[config.mk]
export PLATFORM = sky130hd
export DESIGN_NAME = ifid_queue_flat
export DESIGN_NICKNAME = d
export VERILOG_FILES = /design/src/rtl/ifid_queue_if.sv /design/src/rtl/ifid_queue.sv /design/src/flat_wrapper.sv
export SDC_FILE = /design/constraint.sdc
export NUM_CORES = 1
export LEC_CHECK = 0
export ABC_AREA = 0
export CAP_MARGIN = 25
export CORE_MARGIN = 3
export CORE_UTILIZATION = 55
export CTS_BUF_LIST = sky130_fd_sc_hd__clkbuf_4
export DETAILED_ROUTE_END_ITERATION = 8
export GPL_ROUTABILITY_DRIVEN = 1
export GPL_TIMING_DRIVEN = 0
export PLACE_DENSITY = 0.86
export SLEW_MARGIN = 10
export SYNTH_ARGS = -nofsm -noshare
export SYNTH_HDL_FRONTEND = slang
export SYNTH_SLANG_ARGS = --single-unit
[constraint.sdc]
create_clock -name CLK -period 3.4 [get_ports CLK]
set_input_delay 0.85 -clock CLK [delete_from_list [all_inputs] [get_ports CLK]]
set_output_delay 0.85 -clock CLK [all_outputs]
set_load 0.05 [all_outputs]
[src/rtl/ifid_queue_if.sv]
// Fetch/decode handshake bundle for ifid_queue: fetch push side, decode pop side,
// plus status. The queue takes the slave modport; the fetch/decode environment takes master.
interface ifid_queue_if #(
  parameter int DEPTH = 4,
  parameter int IW    = 32,
  parameter int PW    = 32
);
  logic                       push;
  logic [IW-1:0]              instr_in;
  logic [PW-1:0]              npc_in;
  logic                       pop;
  logic                       flush;
  logic                       ready;
  logic                       out_valid;
  logic [IW-1:0]              instr_out;
  logic [PW-1:0]              npc_out;
  logic [$clog2(DEPTH):0]     count;
  logic                       halted;

  modport master (
    output push, instr_in, npc_in, pop, flush,
    input  ready, out_valid, instr_out, npc_out, count, halted
  );

  modport slave (
    input  push, instr_in, npc_in, pop, flush,
    output ready, out_valid, instr_out, npc_out, count, halted
  );
endinterface

[src/rtl/ifid_queue.sv]
// DEPTH-entry fetch/decode queue of {instruction, next-PC} with flush and halt detection.
// Optional zero-latency empty-queue bypass is enabled by defining IFQ_BYPASS_EN.
module ifid_queue #(
  parameter int         DEPTH   = 4,
  parameter int         IW      = 32,
  parameter int         PW      = 32,
  parameter logic [5:0] HALT_OP = 6'b111111
) (
  input  logic          CLK,
  input  logic          nRST,
  ifid_queue_if.slave   bus
);
  localparam int AW = $clog2(DEPTH);
  localparam int CW = AW + 1;
  localparam logic [CW-1:0] FULL_CNT = CW'(DEPTH);

  logic [IW+PW-1:0] r_mem [DEPTH];
  logic [AW-1:0]    r_rd_ptr;
  logic [AW-1:0]    r_wr_ptr;
  logic [CW-1:0]    r_count;
  logic             r_halted;

  logic             w_empty;
  logic             w_ready;
  logic             w_accept;
  logic             w_bypass;
  logic             w_byp_take;
  logic             w_write;
  logic             w_remove;
  logic             w_halt_hit;
  logic [CW-1:0]    w_count_nxt;
  logic [IW+PW-1:0] w_head;

  always_comb begin
    w_empty  = (r_count == '0);
    w_ready  = ~r_halted & ((r_count != FULL_CNT) | bus.pop);
    w_accept = bus.push & w_ready & ~bus.flush;
`ifdef IFQ_BYPASS_EN
    w_bypass = w_empty & bus.push & ~bus.flush & w_ready;
`else
    w_bypass = 1'b0;
`endif
    // A bypassed entry that decode takes immediately never touches storage.
    w_byp_take = w_bypass & bus.pop;
    w_write    = w_accept & ~w_byp_take;
    w_remove   = bus.pop & ~w_empty & ~bus.flush;
    w_halt_hit = w_accept & (bus.instr_in[IW-1 -: 6] == HALT_OP);
    w_head     = r_mem[r_rd_ptr];

    w_count_nxt = r_count;
    case ({w_write, w_remove})
      2'b10:   w_count_nxt = r_count + CW'(1);
      2'b01:   w_count_nxt = r_count - CW'(1);
      default: w_count_nxt = r_count;
    endcase
  end

  assign bus.ready     = w_ready;
  assign bus.count     = r_count;
  assign bus.halted    = r_halted;
  assign bus.out_valid = ~w_empty | w_bypass;
  assign bus.instr_out = ~w_empty ? w_head[IW+PW-1:PW] : (w_bypass ? bus.instr_in : '0);
  assign bus.npc_out   = ~w_empty ? w_head[PW-1:0]     : (w_bypass ? bus.npc_in   : '0);

  always_ff @(posedge CLK) begin
    if (!nRST) begin
      r_rd_ptr <= '0;
      r_wr_ptr <= '0;
      r_count  <= '0;
      r_halted <= 1'b0;
    end else if (bus.flush) begin
      r_rd_ptr <= '0;
      r_wr_ptr <= '0;
      r_count  <= '0;
      r_halted <= 1'b0;
    end else begin
      if (w_write)    r_wr_ptr <= r_wr_ptr + AW'(1);
      if (w_remove)   r_rd_ptr <= r_rd_ptr + AW'(1);
      r_count <= w_count_nxt;
      if (w_halt_hit) r_halted <= 1'b1;
    end
  end

  // Storage is not reset; entries are only meaningful under r_count.
  always_ff @(posedge CLK) begin
    if (nRST && w_write) r_mem[r_wr_ptr] <= {bus.instr_in, bus.npc_in};
  end
endmodule

[src/flat_wrapper.sv]
// flat-port wrapper written by rule: the top's interface ports become plain ports
module ifid_queue_flat 
#(
  parameter int         DEPTH   = 4,
  parameter int         IW      = 32,
  parameter int         PW      = 32,
  parameter logic [5:0] HALT_OP = 6'b111111
)
  (CLK, nRST, bus_push, bus_instr_in, bus_npc_in, bus_pop, bus_flush, bus_ready, bus_out_valid, bus_instr_out, bus_npc_out, bus_count, bus_halted);
  ifid_queue_if #(.DEPTH(DEPTH), .IW(IW), .PW(PW)) bus_i ();
  input  logic CLK;
  input  logic nRST;
  input wire logic [$bits(bus_i.push)-1:0] bus_push;
  input wire logic [$bits(bus_i.instr_in)-1:0] bus_instr_in;
  input wire logic [$bits(bus_i.npc_in)-1:0] bus_npc_in;
  input wire logic [$bits(bus_i.pop)-1:0] bus_pop;
  input wire logic [$bits(bus_i.flush)-1:0] bus_flush;
  output wire logic [$bits(bus_i.ready)-1:0] bus_ready;
  output wire logic [$bits(bus_i.out_valid)-1:0] bus_out_valid;
  output wire logic [$bits(bus_i.instr_out)-1:0] bus_instr_out;
  output wire logic [$bits(bus_i.npc_out)-1:0] bus_npc_out;
  output wire logic [$bits(bus_i.count)-1:0] bus_count;
  output wire logic [$bits(bus_i.halted)-1:0] bus_halted;
  assign bus_i.push = bus_push;
  assign bus_i.instr_in = bus_instr_in;
  assign bus_i.npc_in = bus_npc_in;
  assign bus_i.pop = bus_pop;
  assign bus_i.flush = bus_flush;
  assign bus_ready = bus_i.ready;
  assign bus_out_valid = bus_i.out_valid;
  assign bus_instr_out = bus_i.instr_out;
  assign bus_npc_out = bus_i.npc_out;
  assign bus_count = bus_i.count;
  assign bus_halted = bus_i.halted;
  ifid_queue #(.DEPTH(DEPTH), .IW(IW), .PW(PW), .HALT_OP(HALT_OP)) u_core (.CLK(CLK), .nRST(nRST), .bus(bus_i));
endmodule
**Word level (Yosys, flattened, before mapping)**

Memory sizes are Yosys's and may differ from the RTL's. A register that Yosys moved wholly into a read port is not among the register bits.
Cells that the tools add are included.

- Register bits: 8
- Latch bits: 0
- Memory bits (writable): 256
- ROM bits: 0
- Input port bits: 69
- Word-level logic and storage cells: 35
- Memories kept: 1

- Add/subtract/negate cells: 4
- Multiply operators: 0
- Div/mod/pow operators: 0
- Magnitude comparators: 0
- Eq/ne operators: 4
- Shifts and indexed selects: 0
- Muxes and demuxes: 7
- Bitwise operators: 11
- Reductions and logical operators: 4

Memories:

| memory | depth | bits a word | rd ports | clocked after memory_dff | wr ports | RTL line | source |
|---|---|---|---|---|---|---|---|
| u_core.r_mem | 4 | 64 | 1 | 1 | 1 | ifid_queue.sv:17 | `logic [IW+PW-1:0] r_mem [DEPTH];` |

Operator list:

| operator | count |
|---|---|
| two-way mux 32 bit | 2 |
| AND 1 bit | 6 |
| equality test 6 bit (second input constant) | 1 |
| case mux 3 bit (2 select lines) | 1 |
| adder 2 x 1 -> 2 bit (second input constant) | 2 |
| two-way mux 2 bit | 2 |
| inverter 1 bit | 4 |
| adder 3 x 1 -> 3 bit (second input constant) | 1 |
| zero test 3 bit | 1 |
| != test 3 bit (second input constant) | 1 |
| subtractor 3 x 1 -> 3 bit (second input constant) | 1 |
| equality test 2 x 1 -> 1 bit (second input constant) | 1 |
| equality test 2 bit (second input constant) | 1 |
| two-way mux 1 bit | 2 |
| nonzero test 2 bit | 1 |
| OR reduction 2 bit | 1 |
| logical AND 1 bit | 1 |
| OR 1 bit | 1 |

**Logic depth before layout (Yosys ltp)**

- Word-level depth: 8
- Gate-level depth with buffers: 8
- Mapped depth without buffers: 8

**Least setup slack after synthesis**

OpenSTA, ideal clock, no wires.

- Kind: input port to flip-flop
- From: input bus_pop
- To: memory u_core.r_mem[0][0] (netlist bit), enable pin
- Setup time: 0.429 ns
- Arrival: 2.695 ns
- Path slack: 0.276 ns
- Cell stages on the path: 3
- Path buffers: 0
- Cells stage by stage: nor4b_2 -> nor2_1 -> and3_1

- Cells in the longest elaborated chain, start to end: 7

RTL lines:

| what | RTL line | source |
|---|---|---|
| from (decl) | flat_wrapper.sv:16 | `input wire logic [$bits(bus_i.pop)-1:0] bus_pop;` |
| OR 1 bit | ifid_queue.sv:36 | `w_ready = ~r_halted & ((r_count != FULL_CNT) \| bus.pop);` |
| AND 1 bit | ifid_queue.sv:36 |  |
| AND 1 bit (2 in a row) | ifid_queue.sv:37 | `w_accept = bus.push & w_ready & ~bus.flush;` |
| logical AND 1 bit | ifid_queue.sv:86 | `if (nRST && w_write) r_mem[r_wr_ptr] <= {bus.instr_in, bus.npc_in};` |
| two-way mux 1 bit | ifid_queue.sv:86 |  |
| two-way mux 1 bit (implied by the code) | ifid_queue.sv:86 |  |
| to (decl) | ifid_queue.sv:17 |  |

No other way between the ends.

==> summary.txt <==
Drt
  • Met2 WL post-DR: 9.638 mm
  • DR WL/cell: around 20 um
  • Pre-antenna DRT Iters: 4
  • # DRC: 0
  • Via/cell ratio: 5.515
  • Top routing layer used: met5
  • Met1 wire length: roughly 8 mm
  • Post-DRT Antenna Nets: 0
  • Routed vias: between 5000 and 6000
  • Final wirelength: 19.05 mm
  • DR WL met3: ~1.2 mm
  • Initial DRC count: 265

Place
  • Port Buffers: 138
  • RD Place Congestion: a little under 0.8
  • DP HPWL: 11.73 mm
  • Placed Cells: approximately 840

GRT
  • GR Overflow Total: 0
  • Largest net degree at the start of global routing: 48
  • Initial antenna violation count: 1
  • Global-route wire length before repair: about 30 mm
  • Total GRT Usage: between 10% and 20%
  • Vias in the first global route: slightly below 6000

STA
  • Worst slew margin relative to its limit: between 60% and 70%
  • Tcrit/Tclk final: a little over nine tenths
  • Setup violations, final: 0
  • Unrepaired setup endpoints after global routing: true
  • Worst-margin pin slew: 0.5805 ns
  • Final Hold Vio Count: 0
  • Hold slack final: 0.5405 ns
  • Final setup TNS: 0 ns
  • Final Critical Period: 3.267 ns
  • F_max: 0.3061 GHz
  • Max-slew violations: 0
  • Clock skew: between 0.02 and 0.03 ns

CTS
  • CTS tree: built
  • Clock slew at reported path FFs: approximately 0.060 ns
  • CTS max path bufs: 3
  • Post-CTS Repair Setup Buffers: 0
  • Clock root buffer: clkbuf_4
  • Clock Latency Late Sink: 0.61 ns
  • Clk sink count: ~270
  • Total CTS buffers: 67
  • H-tree Lvls: 3

Synth
  • Largest area contributor in the netlist: edfxtp_1
  • Number of synthesized flops with an enable pin: between 200 and 300
  • Ranking of synthesized cells by area: edfxtp_1 (75%), mux4_2 (13%), and2_1 (3.9%)
  • Synth Net Count: 543
  • Synthesis Warnings: 0
  • Ys async rst share: 0%
  • Proportion of netlist area held by the largest area contributor: 75.08%
  • Syn_area_per_cell: between 20 and 25 um2
  • Post-Syn Area: between 0.01 and 0.015 mm2
  • Ys flop type: edfxtp_1
  • Yosys reg bits: approximately 270
  • Syn Inst Count: 468
  • Seq/Total Area, Yosys: around 77%
  • Unique cell type count in the Yosys netlist: 29

Run status
  • Outcome: complete, no violations

Worst setup path
  • Worst Path Max Fanout: 10
  • Crit-path leading delay family: buffers and inverters
  • Crit path cell chain: buf_6 > buf_6 > mux4_2 > and2_1 > dlygate4sd2_1
  • Worst path max stage delay: around 0.52 ns
  • CP Launch Type: register
  • CP Data Required Time: 2.55 ns
  • Critical Path Sink Type: output pin
  • Most frequent CP cell: buf_6
  • Crit path max-delay cell type: mux4_2
  • Sum of buffers and inverters on the critical path: 3
  • Worst Setup Path Type: register to output pin
  • CP Data Arrival Time: roughly 2.4 ns

Floorplan
  • Die span in y: approximately 140 um
  • Die width: about 140 um
  • Core area: 0.01815 mm2
  • Starting Density: a little under three fifths
  • Row count: approximately 50
  • Die area: slightly above 0.02 mm2
  • # IOs: 139

Power and ir drop
  • Clock Power Share: between 30% and 40%
  • Int Power: around 5.1 mW
  • Switching fraction of total power: a little over a fifth
  • Logic pwr share: 5.5%
  • Peak VDD IR: between 0.0003 and 0.0004 V
  • Seq pwr share: 56.0%
  • P_sw: 1.374 mW
  • PwrDens: 503.2 mW/mm2
  • P_leak: between 4 and 5 nW

Final layout
  • Fin util: a little under three quarters
  • Area grow syn2layout: 26.02%
  • Final Non-Filler Cells: ~960
  • N_diodes: 0
  • Nets: 754
  • Layout cells sized above 1: around 33%

Worst hold path
  • Hold Path Class: register to register

Job
  • Max Cap Viol: 0
-- worst paths after layout --
path / end / cells after the start / slack (ns) / from
worst min-delay path: u_core.r_rd_ptr[0]$_SDFFE_PP0P_ / 2 / 0.54 / u_core.r_rd_ptr[0]$_SDFFE_PP0P_
worst min register to register: u_core.r_rd_ptr[0]$_SDFFE_PP0P_ / 2 / 0.54 / u_core.r_rd_ptr[0]$_SDFFE_PP0P_
worst max register to register: u_core.bus.count[2]$_SDFFE_PP0P_ / 8 / 0.97 / u_core.bus.count[0]$_SDFFE_PP0P_
worst max-delay path: bus_instr_out[29] / 5 / 0.13 / register
-- worst min-delay path, delay by kind of cell (launching register included) --
kind | cells | cell delay, ns
simple gates | 1 | 0.08
xor+xnor | 1 | 0.08
flops | 1 | 0.34
-- state kept, by name, indices dropped and copies added, names as in the netlist, named ones only --
signal             cells
u_core.r_mem         256
u_core.r_wr_ptr        2
u_core.r_rd_ptr        2
u_core.bus.count       3
u_core.bus.halted      1
-- cells by family (layout without fill, tap and decap cells) --
logic type / count (synthesis) / in the layout / synth area share [%]
xor+xnor: 4 / 4 / 0.3421
buf+inv: 27 / 287 / 1.601
simple gates: 91 / 91 / 5.401
flops: 266 / 266 / 77.04
fa+ha+maj: 6 / 6 / 0.8066
mux: 64 / 64 / 14.22
compound gates: 10 / 10 / 0.5866
-- what timing repair did --
item | CTS | global route
endpoints found under the setup margin | 66 | 38
resized for setup | 171 | 10
hold buffers | 0 | 0
-- through the flow --
stage | total power [mW] | setup slack, ns | instance area [um2]
finish | 6.492 | 0.1334 | 12900
global route | 6.803 | -0.01337 | 12900
CTS | 6.582 | 0.006714 | 12910
detailed placement | 4.073 | 0.003701 | 12040
global placement | 4.056 | -1.402 | 11910
floorplan | 3.881 | 0.2756 | 10240
-- synth_stat cells, drive strengths merged, types with 3 or more instances --
cell	instances
edfxtp	256
dfxtp	10
and2	64
a21oi	4
and3	4
inv	5
clkbuf	9
o21ai	3
mux4	64
ha	5
buf	13
xor2	4
nor2	9
or3	3
-- cell usage in the layout, fill, tap and decap left out, types with 9 or more instances in the layout --
cell type	n
clkdlybuf4s15_2	50
edfxtp_1	256
dlygate4sd2_1	14
dfxtp_1	10
and2_1	64
clkbuf_4	92
clkinv_1	16
nor2_1	9
mux4_2	60
clkdlybuf4s50_1	72
-- routing by layer --
metal	track usage (%)	vias to the layer above
met1	24.97	2667
met3	5.040	39
met2	32.10	192
met4	7.354	2
li1	-	2378
met5	0	-
-- final cells by class --
| class | count | area (um2) |
|---|---|---|
| timing repair buffer | 142 | 1526 |
| clock buffer | 92 | 690.7 |
| inverter | 5 | 18.77 |
| sequential | 266 | 7888 |
| buffer | 22 | 156.4 |
| fill | 1121 | 5245 |
| multi-input combinational | 175 | 2207 |
| clock inverter | 26 | 128.9 |
| tap | 229 | 286.5 |
-- power by group through the flow --
stage / Sequential [mW] / Clock [mW] / Combinational, mW
2_1_floorplan: 3.71 / 0 / 0.175
3_3_place_gp: 3.70 / 0 / 0.352
3_5_place_dp: 3.70 / 0 / 0.369
4_1_cts: 3.63 / 2.59 / 0.362
5_1_grt: 3.63 / 2.79 / 0.382
6_report: 3.63 / 2.50 / 0.359
(Power assumes the default switching activity.)
